### src/rtl/quad_decoder.sv
// Quadrature A/B decoder: synchronises and glitch-filters two encoder
// phases, turns each legal Gray step into a one-cycle enable pulse plus
// direction, and keeps a wrapping position count and a sticky error flag.
module quad_decoder #(
    parameter int POS_W = 16,
    parameter int FILT  = 2
) (
    input  logic             clk,
    input  logic             rst,
    input  logic             a_in,
    input  logic             b_in,
    input  logic             clr,
    output logic             en_out,
    output logic             up_dwn_n_out,
    output logic [POS_W-1:0] pos,
    output logic             err
);

    localparam logic [3:0] FILT_M1 = 4'(FILT - 1);

    // Synchroniser, filter and priming state
    logic [1:0]       sync1_q, sync1_d;
    logic [1:0]       sync2_q, sync2_d;
    logic [1:0]       vld_q, vld_d;
    logic [1:0]       filt_q, filt_d;
    logic [3:0]       cnt_q, cnt_d;
    logic [3:0]       pcnt_q, pcnt_d;
    logic             primed_q, primed_d;

    // Decode stage (captured on the filter update event)
    logic             step_up_q, step_up_d;
    logic             step_dn_q, step_dn_d;
    logic             step_bad_q, step_bad_d;

    // Output stage
    logic             en_q, en_d;
    logic             dir_q, dir_d;
    logic [POS_W-1:0] pos_q, pos_d;
    logic             err_q, err_d;

    logic             upd;
    logic             settle;
    logic [1:0]       idx_old;
    logic [1:0]       idx_new;
    logic [1:0]       idx_diff;

    // Position of a phase pair along the up sequence 00->10->11->01
    function automatic logic [1:0] gray_idx(input logic [1:0] ab);
        case (ab)
            2'b00:   gray_idx = 2'd0;
            2'b10:   gray_idx = 2'd1;
            2'b11:   gray_idx = 2'd2;
            default: gray_idx = 2'd3;
        endcase
    endfunction

    // Next-state logic for synchroniser, filter, priming, decode and outputs
    always_comb begin
        sync1_d    = {a_in, b_in};
        sync2_d    = sync1_q;
        // vld tracks how far genuine pin samples have propagated since rst,
        // so the reset value of the sync flops cannot be mistaken for a
        // stable input during priming.
        vld_d      = {vld_q[0], 1'b1};

        upd        = (sync2_q != filt_q) && (cnt_q == FILT_M1);
        settle     = !primed_q && vld_q[1] && (sync2_q == filt_q);

        filt_d     = upd ? sync2_q : filt_q;
        if ((sync2_q == filt_q) || upd) begin
            cnt_d = 4'd0;
        end else begin
            cnt_d = cnt_q + 4'd1;
        end

        pcnt_d     = settle ? (pcnt_q + 4'd1) : 4'd0;
        primed_d   = primed_q || upd || (settle && (pcnt_q == FILT_M1));

        idx_old    = gray_idx(filt_q);
        idx_new    = gray_idx(sync2_q);
        idx_diff   = idx_new - idx_old;

        // The priming update only adopts the value; it is never decoded.
        step_up_d  = upd && primed_q && (idx_diff == 2'd1);
        step_dn_d  = upd && primed_q && (idx_diff == 2'd3);
        step_bad_d = upd && primed_q && (idx_diff == 2'd2);

        en_d       = step_up_q || step_dn_q;
        dir_d      = step_up_q ? 1'b1 : (step_dn_q ? 1'b0 : dir_q);

        if (clr) begin
            pos_d = '0;
        end else if (step_up_q) begin
            pos_d = pos_q + 1'b1;
        end else if (step_dn_q) begin
            pos_d = pos_q - 1'b1;
        end else begin
            pos_d = pos_q;
        end

        err_d      = clr ? 1'b0 : (err_q || step_bad_q);
    end

    // State registers with synchronous reset
    always_ff @(posedge clk) begin
        if (rst) begin
            sync1_q    <= 2'b00;
            sync2_q    <= 2'b00;
            vld_q      <= 2'b00;
            filt_q     <= 2'b00;
            cnt_q      <= 4'd0;
            pcnt_q     <= 4'd0;
            primed_q   <= 1'b0;
            step_up_q  <= 1'b0;
            step_dn_q  <= 1'b0;
            step_bad_q <= 1'b0;
            en_q       <= 1'b0;
            dir_q      <= 1'b1;
            pos_q      <= '0;
            err_q      <= 1'b0;
        end else begin
            sync1_q    <= sync1_d;
            sync2_q    <= sync2_d;
            vld_q      <= vld_d;
            filt_q     <= filt_d;
            cnt_q      <= cnt_d;
            pcnt_q     <= pcnt_d;
            primed_q   <= primed_d;
            step_up_q  <= step_up_d;
            step_dn_q  <= step_dn_d;
            step_bad_q <= step_bad_d;
            en_q       <= en_d;
            dir_q      <= dir_d;
            pos_q      <= pos_d;
            err_q      <= err_d;
        end
    end

    assign en_out       = en_q;
    assign up_dwn_n_out = dir_q;
    assign pos          = pos_q;
    assign err          = err_q;

endmodule

### config.mk
export PLATFORM = sky130hd
export DESIGN_NAME = quad_decoder
export DESIGN_NICKNAME = d
export VERILOG_FILES = /design/src/rtl/quad_decoder.sv
export SDC_FILE = /design/constraint.sdc
export NUM_CORES = 1
export LEC_CHECK = 0
export ABC_AREA = 1
export BUFFER_PORTS_ARGS = -buffer_cell sky130_fd_sc_hd__buf_4
export CORE_MARGIN = 1
export CORE_UTILIZATION = 53
export DETAILED_ROUTE_END_ITERATION = 7
export PLACE_DENSITY = 0.76
export SETUP_SLACK_MARGIN = 0.05
export SYNTH_ARGS = -nofsm -noshare
export SYNTH_HDL_FRONTEND = slang
export SYNTH_SLANG_ARGS = --single-unit
### constraint.sdc
create_clock -name clk -period 1.75 [get_ports clk]
set_input_delay 0.2625 -clock clk [delete_from_list [all_inputs] [get_ports clk]]
set_output_delay 0.2625 -clock clk [all_outputs]
set_load 0.03 [all_outputs]
==> flow_summary_export.csv, run 1 <==
group,metric,value,unit
critical_path,worst-path-buf-inv,2,
synthesis,synth-seq-cells,39,
sta,holdWs,0.164,ns
critical_path,required,1.95,ns
route,detail-route-antenna-nets,0,
route,route.detailed.drc,0,
global_routing,grt_pass1_vias,2212,
sta,rsz0062_at_grt,"true",
power,power.density,544,nW/um2
finish,syn_to_final_growth,36.6,%
finish,final_common_cell,"nor2_1",
synthesis,ys.warnings.count,0,
clocking,h-tree-depth,2,
sta,setup_viol,1,
synthesis,synthCells,347,
floorplanning,core.rowCount,23,
sta,slew_headroom,0.683,
critical_path,cpMostUsedCell,"nand2_1",
finish,antennaDiodeCount,0,
floorplanning,die_area,4710,um2
synthesis,synth_seq_area_share,0.332,
finish,final_cell_mix,"60 x nor2_1, 56 x inv_1, 51 x nand2_1, 48 x buf_4, 36 x dfxtp_1",
placed_design,place_area,2760,um2
sta,min_period_over_period,1.02,
job,cap_violations,0,
sta,tightest_slew,0.475,ns
sta,setup_slack,-0.0292,ns
synthesis,synth_fp_nets,376,
sta,skew,0.0134,ns
route,drt_iter0_markers,150,
sta,final-hold-violation-count,0,
floorplanning,die_width,68.6,um
placed_design,place_congestion,0.833,
global_routing,grt_pass1_wl,9210,um
floorplanning,ios,24,
critical_path,slowest_stage,"dfxtp_2",
outcome,status,"finished, violations left",
finish,final_nets,431,
critical_path,crit_chain,"inv_4, buf_12, ha_4, nand2_1, nand2_1, nand2_1, nand2_1, a21oi_2, nand2_1, nand2_2, nand3_1, nand2_1, nor2_1",
sta,finalCriticalPeriod,1.78,ns
finish,drive_gt1_frac,0.320,
worst_hold_path,min_from,"b_in",
synthesis,synth_area,2350,um2
route,totalWireLength,6030,um
power,ir_worst_vdd,0.697,mV
synthesis,ys.flop_type,"dfxtp_1",
critical_path,rr_startpoint,"step_up_q$_SDFF_PP0_",
worst_hold_path,hp-class,"in2reg",
critical_path,worstPathArrival,1.98,ns
outcome,violations,"negative setup slack",
critical_path,startpoint,"step_up_q$_SDFF_PP0_",
critical_path,path_max_fanout,8,
finish,fin_util,0.780,
global_routing,antenna_found_initial,0,
synthesis,synth_cell_types,27,
clocking,clockBufferDepth,2,
clocking,clkTransAtPathRegs,0.08,ns
critical_path,crit_family,"simple AND/OR/NAND/NOR gates",
floorplanning,start_util,0.571,
floorplanning,die_h,68.6,um
critical_path,endpoint_kind,"register",
clocking,cts.sinks,39,
global_routing,grt-ovfl-total,0,
placed_design,hpwl,3730,um
route,via_per_inst,5.13,
global_routing,grt_start_max_net_pins,28,
critical_path,critPathLaunchType,"register",
sta,maxSlewViolCount,0,
clocking,insertion_delay,0.30,ns
global_routing,track_usage,0.264,
synthesis,synth-edff-count,0,
route,dr_total_vias,2323,
finish,final_area,3210,um2
placed_design,portBuffers,23,
critical_path,crit_type,"reg2reg",
critical_path,crit_path_max_incr_delay,0.34,ns
clocking,cts_buffers,5,
power,p_leak,1.63,nW
floorplanning,core-area,4120,um2
clocking,cts_tree,"yes",
synthesis,async_flop_share,0,
sta,fmax,0.562,GHz
route,drt-wirelength-per-cell,13.3,um
route,dr.pass1.iters,4,
synthesis,avgSynthCellArea,6.78,um2
clocking,clockRootBuffer,"clkbuf_8",
-- flip-flops by register name, summed over array words and instances (netlist names) --
signal        flops
pos              16
cnt_q             4
pcnt_q            4
filt_q            2
sync1_q           2
sync2_q           2
vld_q             2
en_out            1
err               1
primed_q          1
step_bad_q        1
step_dn_q         1
step_up_q         1
up_dwn_n_out      1
-- path summary, 6_finish.rpt --
| path | to | slack (ns) | cells past startpoint |
|---|---|---|---|
| worst max-delay path | pos[15]$_SDFFE_PP0P_ | -0.03 | 13 |
| worst min-delay path | sync1_q[0]$_SDFF_PP0_ | 0.16 | 3 |
| worst max register to register | pos[15]$_SDFFE_PP0P_ | -0.03 | 13 |
| worst min register to register | sync2_q[0]$_SDFF_PP0_ | 0.41 | 2 |
-- synthesized netlist by cell type (3+ instances only) --
library cell / instances / area (um2)
nand3_1: 26 / 130
nand2_2: 3 / 18.8
nand2_1: 72 / 270
o21ai_0: 9 / 45.0
a21oi_1: 17 / 85.1
dfxtp_1: 39 / 781
ha_1: 23 / 288
xor2_1: 6 / 52.6
nor2_1: 64 / 240
xnor2_1: 6 / 52.6
inv_1: 60 / 225
-- timing repair --
action / in CTS / in global routing
hold buffers: 0 / 0
setup endpoints to repair: 12 / 11
pin swaps: 2 / 17
setup buffers: 0 / 5
gates resized for setup: 26 / 43
-- layer usage --
layer | up-vias | share of wire | global-route usage
met1 | 1065 | 0.41 | 0.274
li1 | 1180 | - | -
met3 | 14 | 0.042 | 0.0444
met4 | 0 | 0.020 | 0.112
met5 | - | 0 | 0
met2 | 64 | 0.53 | 0.513
-- worst register-to-register path, stage by stage (launching register included) --
cell	delay, ns
dfxtp_2	0.34
inv_4	0.08
buf_12	0.15
ha_4	0.23
nand2_1	0.11
nand2_1	0.08
nand2_1	0.09
nand2_1	0.10
a21oi_2	0.17
nand2_1	0.10
nand2_2	0.08
nand3_1	0.06
nand2_1	0.06
nor2_1	0.03
-- logic make-up after synthesis --
logic type / Yosys count / synth area share
AO/OA/AOI/OAI: 30 / 0.0671
adder cells (fa/ha/maj): 24 / 0.131
AND/OR/NAND/NOR: 176 / 0.316
XOR/XNOR: 12 / 0.0447
flip-flops: 39 / 0.332
buffers and inverters: 66 / 0.110
-- layout make-up --
cell class,instances,area [um2]
multi-input cells,242,1620
fillers,278,905
flip-flops and latches,39,787
repair buffers,52,414
inverters,62,235
clock buffers,5,68.8
well taps,50,62.6
clock inverters,3,23.8
-- stage by stage --
| stage | worst slack (ns) | instances | total power, mW | setup TNS, ns |
|---|---|---|---|---|
| global placement | -0.0852 | 440 | 1.12 | -0.191 |
| detailed placement | -0.113 | 440 | 1.12 | -0.423 |
| CTS | 0.0367 | 448 | 1.75 | 0 |
| finish | -0.0292 | 453 | 1.75 | -0.0292 |
| global route | -0.119 | 453 | 1.81 | -0.529 |
| floorplan | 0.0473 | 347 | 1.08 | 0 |
-- power by group --
part / switching, mW / total [mW] / internal, mW
Clock: 0.354 / 0.640 / 0.285
Sequential: 0.0223 / 0.934 / 0.912
Combinational: 0.105 / 0.171 / 0.0669
Total: 0.481 / 1.75 / 1.26
(Power assumes the default switching activity.)
==> inputs of run 2 (changes only) <==
Settings changed: CORE_UTILIZATION 53 to 55, PLACE_DENSITY 0.76 to 0.75.
Clock period 1.75 ns to 2.1 ns, I/O delays scaled along.
==> flow_summary_export.csv, run 2 (same netlist as run 1, synthesis figures left out) <==
group,metric,value,unit
outcome,status,"finished clean",
critical_path,required,2.29,ns
floorplanning,start_util,0.579,
sta,tns,0,ns
finish,final_common_cell,"nand2_1",
sta,setup_viol,0,
clocking,post-cts-setup-buffers,0,
power,power_frac_comb,0.088,
power,ir_worst_vdd,0.441,mV
floorplanning,die_width,67.4,um
critical_path,path_max_fanout,7,
finish,syn_to_final_growth,15.1,%
power,p_sw,367,uW
floorplanning,die_h,67.4,um
global_routing,grt-ovfl-total,0,
critical_path,endpoint_kind,"register",
route,route.detailed.drc,0,
power,p_int,1.16,mW
global_routing,grt_pass1_wl,7850,um
placed_design,hpwl,3460,um
sta,min_period_over_period,0.891,
finish,final_nets,406,
clocking,cts-resized-gates,0,
finish,antennaDiodeCount,0,
sta,slew_headroom,0.706,
clocking,clockBufferDepth,2,
route,dr.pass1.iters,4,
finish,num-fill-cells,367,
placed_design,portBuffers,23,
route,detail-route-antenna-nets,0,
power,p_leak,1.47,nW
clocking,insertion_delay,0.29,ns
worst_hold_path,hp-class,"in2reg",
power,clockPowerShare,0.401,
global_routing,antenna_found_initial,0,
placed_design,place_area,2590,um2
sta,final-hold-violation-count,0,
route,drt-wirelength-per-cell,10.7,um
sta,finalCriticalPeriod,1.87,ns
clocking,cts_buffers,5,
power,p_sw_frac,0.240,
sta,fmax,0.534,GHz
finish,final_area,2710,um2
clocking,cts_tree,"yes",
global_routing,grt_pass1_vias,1899,
floorplanning,core.rowCount,23,
power,power_frac_seq,0.511,
sta,skew,0.00488,ns
critical_path,critPathLaunchType,"register",
route,via_per_inst,4.90,
clocking,h-tree-depth,2,
finish,fin_util,0.667,
finish,final_cell_mix,"72 x nand2_1, 64 x nor2_1, 60 x inv_1, 38 x dfxtp_1, 27 x buf_4",
sta,rsz0062_at_grt,"true",
route,dr_total_vias,2093,
clocking,clockRootBuffer,"clkbuf_8",
clocking,cts.sinks,39,
floorplanning,die_area,4540,um2
critical_path,crit_type,"reg2reg",
floorplanning,ios,24,
power,power.density,564,nW/um2
route,totalWireLength,4570,um
sta,maxSlewViolCount,0,
sta,tightest_slew,0.441,ns
finish,drive_gt1_frac,0.122,
route,drt_iter0_markers,102,
finish,largest_reg_flops,16,
floorplanning,core-area,4060,um2
clocking,holdBufCountCts,0,
global_routing,track_usage,0.229,
placed_design,place_congestion,0.860,
critical_path,worstPathArrival,2.06,ns
job,cap_violations,0,
global_routing,grt_start_max_net_pins,28,
clocking,clkTransAtPathRegs,0.08,ns
-- run 2: cell types whose count changed in the layout (fill, tap and decap cells not counted), moves of 5 or more --
cell / before / now
ha_4: 12 / 0
a21oi_1: 9 / 15
ha_1: 10 / 23
nand2_1: 51 / 72
a21oi_2: 7 / 2
buf_4: 48 / 27
nand2_2: 21 / 3
-- run 2: final cells by class --
class | count | area (um2) | share of cell area
well taps | 50 | 62.6 | 0.0231
inverters | 62 | 233 | 0.0860
repair buffers | 27 | 203 | 0.0749
multi-input cells | 242 | 1320 | 0.488
clock inverters | 2 | 37.5 | 0.0139
clock buffers | 5 | 68.8 | 0.0254
flip-flops and latches | 39 | 782 | 0.289
-- run 2: critical path, stage by stage (launching register included) --
cell      delay [ns]
dfxtp_1         0.33
inv_1           0.07
buf_4           0.17
ha_1            0.32
or2_1           0.27
nand3b_1        0.10
nand2_1         0.11
nand3_1         0.11
nand2_1         0.06
nand2_1         0.06
nand3_1         0.06
nand2_1         0.07
inv_1           0.03
-- run 2: worst paths after layout --
kind                             start                    end  slack, ns  cells past startpoint
setup / recovery  step_up_q$_SDFF_PP0_   pos[13]$_SDFFE_PP0P_       0.23                     12
hold / removal                    b_in  sync1_q[0]$_SDFF_PP0_       0.23                      3
hold reg to reg       vld_q[0]$_DFF_P_    vld_q[1]$_SDFF_PP0_       0.41                      2
setup reg to reg  step_up_q$_SDFF_PP0_   pos[13]$_SDFFE_PP0P_       0.23                     12
-- run 2: routing by layer --
layer | vias to the layer above | GRT usage | wire, um
met2 | 32 | 0.428 | 2240
met4 | 0 | 0.0798 | 74
li1 | 1123 | - | -
met5 | - | 0 | 0
met1 | 931 | 0.252 | 2090
met3 | 7 | 0.0507 | 160
-- run 2: power by group through the flow --
| stage | logic [mW] | registers [mW] | clock network (mW) |
|---|---|---|---|
| 6_report | 0.135 | 0.780 | 0.612 |
| 5_1_grt | 0.160 | 0.784 | 0.655 |
| 4_1_cts | 0.138 | 0.780 | 0.626 |
| 3_5_place_dp | 0.137 | 0.798 | 0 |
| 3_3_place_gp | 0.132 | 0.797 | 0 |
| 2_1_floorplan | 0.107 | 0.794 | 0 |
-- run 2: through the flow --
step	hold WS [ns]	setup WS (ns)	std cells	power, mW
floorplan	0.388	0.224	347	0.901
global placement	0.391	0.282	420	0.929
detailed placement	0.396	0.265	420	0.935
CTS	0.224	0.228	427	1.54
global route	0.223	0.0469	427	1.60
finish	0.233	0.228	427	1.53
